[config.mk]
export PLATFORM = sky130hd
export DESIGN_NAME = ysyx_2022040010_pipe_ctrl
export DESIGN_NICKNAME = d
export VERILOG_FILES = /design/src/rtl/ysyx_2022040010_pipe_ctrl.sv
export SDC_FILE = /design/constraint.sdc
export NUM_CORES = 1
export LEC_CHECK = 0
export ABC_AREA = 0
export CAP_MARGIN = 5
export CORE_AREA = 5 5 42 44
export DETAILED_ROUTE_END_ITERATION = 7
export DIE_AREA = 0 0 47 49
export GPL_TIMING_DRIVEN = 1
export PLACE_DENSITY = 0.69
export SYNTH_ARGS = -nofsm -noshare
export SYNTH_HDL_FRONTEND = slang
export SYNTH_SLANG_ARGS = --single-unit
[constraint.sdc]
create_clock -name clk -period 1.78 [get_ports clk]
set_input_delay 0.534 -clock clk [delete_from_list [all_inputs] [get_ports clk]]
set_output_delay 0.534 -clock clk [all_outputs]
set_load 0.02 [all_outputs]
[src/rtl/ysyx_2022040010_pipe_ctrl.sv]
// Pipeline hazard controller: per-stage hold/bubble, branch redirect, stage valid tracking.
// Optional stall watchdog enabled by defining YSYX_2022040010_STALL_WDT_EN.
module ysyx_2022040010_pipe_ctrl #(
  parameter int unsigned WDT_LIMIT = 1023
) (
  input  logic       clk,
  input  logic       rst,
  input  logic [5:0] stall,
  input  logic       if_inst_valid,
  output logic [4:0] hold,
  output logic [4:0] bubble,
  output logic       pc_redirect,
  output logic [3:0] stage_valid,
  output logic       stall_timeout
);

  localparam int unsigned CntW = 16;

  typedef enum logic [2:0] {
    REQ_NONE,
    REQ_CACHE,
    REQ_EX,
    REQ_LOAD,
    REQ_FLUSH,
    REQ_RST
  } req_e;

  req_e req;
  logic pend_flush;
  logic pend_flush_nxt;

  // stall[5] (any-stall summary) and stall[4] carry no decision information
  logic unused_stall_bits;
  assign unused_stall_bits = ^stall[5:4];

  // Arbitration; a deferred flush overrides ex/load on the first cache-free cycle
  always_comb begin
    req = REQ_NONE;
    if (rst)             req = REQ_RST;
    else if (stall[3])   req = REQ_CACHE;
    else if (pend_flush) req = REQ_FLUSH;
    else if (stall[1])   req = REQ_EX;
    else if (stall[2])   req = REQ_FLUSH;
    else if (stall[0])   req = REQ_LOAD;
  end

  always_comb begin
    hold        = 5'b00000;
    bubble      = 5'b00000;
    pc_redirect = 1'b0;
    unique case (req)
      REQ_RST:   bubble = 5'b11111;
      REQ_CACHE: hold   = 5'b11111;
      REQ_EX: begin
        hold   = 5'b00111;
        bubble = 5'b01000;
      end
      REQ_LOAD: begin
        hold   = 5'b00011;
        bubble = 5'b00100;
      end
      REQ_FLUSH: begin
        bubble      = 5'b00010;
        pc_redirect = 1'b1;
      end
      default: ;
    endcase
  end

  // A branch flush seen under a cache stall is remembered until the cache releases
  always_comb begin
    pend_flush_nxt = 1'b0;
    if (stall[3]) pend_flush_nxt = pend_flush | stall[2];
  end

  always_ff @(posedge clk) begin
    if (rst) begin
      stage_valid <= 4'b0000;
      pend_flush  <= 1'b0;
    end else begin
      pend_flush <= pend_flush_nxt;
      if (!hold[1]) stage_valid[0] <= if_inst_valid  & ~bubble[1];
      if (!hold[2]) stage_valid[1] <= stage_valid[0] & ~bubble[2];
      if (!hold[3]) stage_valid[2] <= stage_valid[1] & ~bubble[3];
      if (!hold[4]) stage_valid[3] <= stage_valid[2] & ~bubble[4];
    end
  end

`ifdef YSYX_2022040010_STALL_WDT_EN
  localparam logic [CntW-1:0] WdtMax = CntW'(WDT_LIMIT);

  logic [CntW-1:0] wdt_cnt;
  logic [CntW-1:0] wdt_cnt_nxt;

  // Saturating count of consecutive stalled cycles
  always_comb begin
    wdt_cnt_nxt = (wdt_cnt == WdtMax) ? wdt_cnt : wdt_cnt + CntW'(1);
  end

  always_ff @(posedge clk) begin
    if (rst) begin
      wdt_cnt       <= '0;
      stall_timeout <= 1'b0;
    end else if (|stall[3:0]) begin
      wdt_cnt <= wdt_cnt_nxt;
      if (wdt_cnt_nxt == WdtMax) stall_timeout <= 1'b1;
    end else begin
      wdt_cnt <= '0;
    end
  end
`else
  logic [CntW-1:0] unused_limit;
  assign unused_limit  = CntW'(WDT_LIMIT);
  assign stall_timeout = 1'b0;
`endif

endmodule

==> summary.txt <==
GRT
  • Wire length of the first global-routing pass: approximately 1600 um
  • Tot GR Track Use: 0.0993
  • Antenna violations before repair: 0
  • Largest net degree at the start of global routing: 8
  • Remaining global-route overflow: 0
  • Via count of the first global-routing pass: approximately 400

Logic synthesis
  • Synthesized area: between 300 and 400 um2
  • Syn nets: 49
  • Sequential cell area fraction in the yosys report: 0.295
  • Number of enable-type register cells in the synthesized netlist: 0
  • Yosys Warn Count: 0
  • Per-instance average area after synthesis: ~8.5 um2
  • Async SR Flop Fraction: 0
  • Number of flip-flops and latches in the synthesized netlist: 5
  • Library cells used by synthesis: 23
  • Top_reg_cell synth: sky130_fd_sc_hd__dfxtp_1
  • Synthesized netlist cell count: 40

Cells and area
  • Area Overhead vs Synth: 92.3%
  • Most frequent cells in the layout: sky130_fd_sc_hd__buf_4, sky130_fd_sc_hd__buf_2, sky130_fd_sc_hd__buf_6, sky130_fd_sc_hd__dfxtp_1
  • Utilization of the core after routing: 0.465
  • Ratio of cells with drive above 1 in the final layout: 0.563
  • Ant. Diodes: 0
  • Count of fill cells added during filler insertion: 150
  • Nets@finish: 81
  • Most common library cell in the layout ignoring fill and taps: sky130_fd_sc_hd__buf_4

Route
  • Total number of vias: around 370
  • Count of unresolved DRC violations after routing: 0
  • Final Routed Wirelength: between 900 and 1000 um
  • Number of antenna-violating nets in the routed design: 0
  • First-pass iteration count of the detailed router: 1
  • Routed len/inst: roughly 11 um
  • First DRT Iteration DRCs: 0
  • Vias per cell: approximately 4.3

STA
  • Clock Skews: between 0.0004 and 0.0005 ns
  • Unrepaired setup endpoints after global routing: yes
  • Worst setup margin: between 0.003 and 0.004 ns
  • Total setup violations reported at the end of the flow: 0
  • Maximum clock frequency: 563 MHz
  • Hold Violations, Final: 0
  • Pins over their slew limit: 0
  • Final Cycle Share: 0.998
  • Final worst path period need: between 1.5 and 2 ns
  • Final Hold Slack: 0.477 ns

Die
  • Number of ports placed on the die boundary: 25
  • Die boundary height: 49 um
  • Standard cell core area: 0.00140 mm2
  • Std-Cell Rows: 14
  • Initial cell density of the core: 0.242
  • Width of the die: roughly 47 um
  • Die Outline Area: approximately 0.0023 mm2

Clock network
  • Total clock sinks: 5
  • Clock buffer count from CTS: 3
  • Cell at the root of the clock tree: sky130_fd_sc_hd__clkbuf_4
  • Clock transition at path regs: around 0.04 ns
  • Clock insertion delay at the later pin of the skew report: about 0.24 ns
  • # H-tree levels: 1
  • Clock tree from TritonCTS: yes
  • Buffers from clock root to sink, at most: 2

Worst setup path
  • Endpoint required time on the critical path: between 1 and 1.5 ns
  • Start point of the critical path: stall[1]
  • Startpoint-to-endpoint class of the critical path: in -> out
  • Origin of the critical flop-to-flop path: pend_flush
  • Worst r2r path cells: 4
  • Kind of end point of the critical path: output port
  • Critical path fanouts, max: 5
  • Data arrival, critical path: 1.24 ns
  • Type of element launching the critical path: primary input

Power and ir drop
  • Static Leakage: about 0.00036 uW
  • Worst VDD drop: around 0.28 mV
  • Pwr Density: approximately 570 mW/mm2

Worst hold path
  • Path type of the worst min-delay path: reg -> reg
  • Number of instances on the worst hold path: 2
  • Start point of the worst hold path: stage_valid[2]

Place
  • Input/output buffers: 21
  • Worst slack at placement: -0.950 ns
  • Final HPWL from detailed placement: just under 800 um
  • GPL Wtd Cong: 0.675

Job
  • Maximum capacitance violations: 0

Outcome
  • Result of the run: finished, final reports clean
[cells in the mapped netlist (2+ instances only)]
| master | number | share of area |
|---|---|---|
| sky130_fd_sc_hd__a21oi_1 | 2 | 0.030 |
| sky130_fd_sc_hd__buf_4 | 5 | 0.11 |
| sky130_fd_sc_hd__dfxtp_1 | 5 | 0.30 |
| sky130_fd_sc_hd__inv_1 | 3 | 0.033 |
| sky130_fd_sc_hd__nand2b_1 | 2 | 0.037 |
| sky130_fd_sc_hd__nand3_1 | 2 | 0.030 |
| sky130_fd_sc_hd__nor2_1 | 4 | 0.044 |
| sky130_fd_sc_hd__o21ai_0 | 2 | 0.030 |
[worst paths after layout]
| path | end | slack [ns] |
|---|---|---|
| max | bubble[2] | 0.003 |
| min | stage_valid[2] | 0.48 |
| min reg2reg | stage_valid[2] | 0.48 |
| max reg2reg | stage_valid[0] | 0.65 |
[flip-flops by register name (all words and copies together), names as in the netlist]
name / cells
stage_valid: 4
pend_flush: 1
[report_power, final]
part / leakage, uW / switching [uW] / internal [uW] / total, uW
clock network: 0.0000150 / 44.2 / 84.6 / 129
registers: 0.0000408 / 3.30 / 114 / 118
logic: 0.000306 / 63.1 / 62.3 / 125
[what timing repair did]
item	4_1_cts	5_1_grt
buffers inserted	3	1
hold buffers	0	0
setup endpoints to repair	11	10
pin swaps	2	1
gates resized for setup	74	5
gates cloned	0	0
[stage by stage]
stage / cells / instance area, um2 / total power [uW] / TNS [ns]
detailed placement: 80 / 619 / 245 / -8.74
CTS: 87 / 646 / 378 / -0.127
global route: 87 / 652 / 399 / -0.0871
finish: 87 / 652 / 372 / 0
global placement: 80 / 619 / 244 / -8.57
floorplan: 40 / 377 / 190 / -0.0524
[metal layers]
metal  GRT usage  wire, um
met3      0.0221        42
met1       0.110       380
met2       0.158       568
met4      0.0691         0
met5           0         0
[final cells by class]
| cell class | count | area, um2 | area share |
|---|---|---|---|
| Clock buffer | 4 | 26.3 | 0.0403 |
| Inverter | 4 | 20.0 | 0.0307 |
| Multi-Input combinational cell | 24 | 208 | 0.319 |
| Sequential cell | 5 | 101 | 0.155 |
| Tap cell | 16 | 20.0 | 0.0307 |
| Timing Repair Buffer | 34 | 277 | 0.424 |
[critical path, stage by stage]
cell,delay (ns)
sky130_fd_sc_hd__buf_2,0.14
sky130_fd_sc_hd__o41ai_4,0.37
sky130_fd_sc_hd__buf_4,0.20
[cell families (layout without fill, tap and decap cells)]
logic type,count (synthesis),after routing,share of synthesized area
buf+inv,11,42,0.181
flops,5,5,0.295
other cells,1,1,0.0111
compound gates,9,9,0.284
simple gates,13,13,0.199
mux,1,1,0.0295
Note: power is estimated with default switching activity, not from simulation.
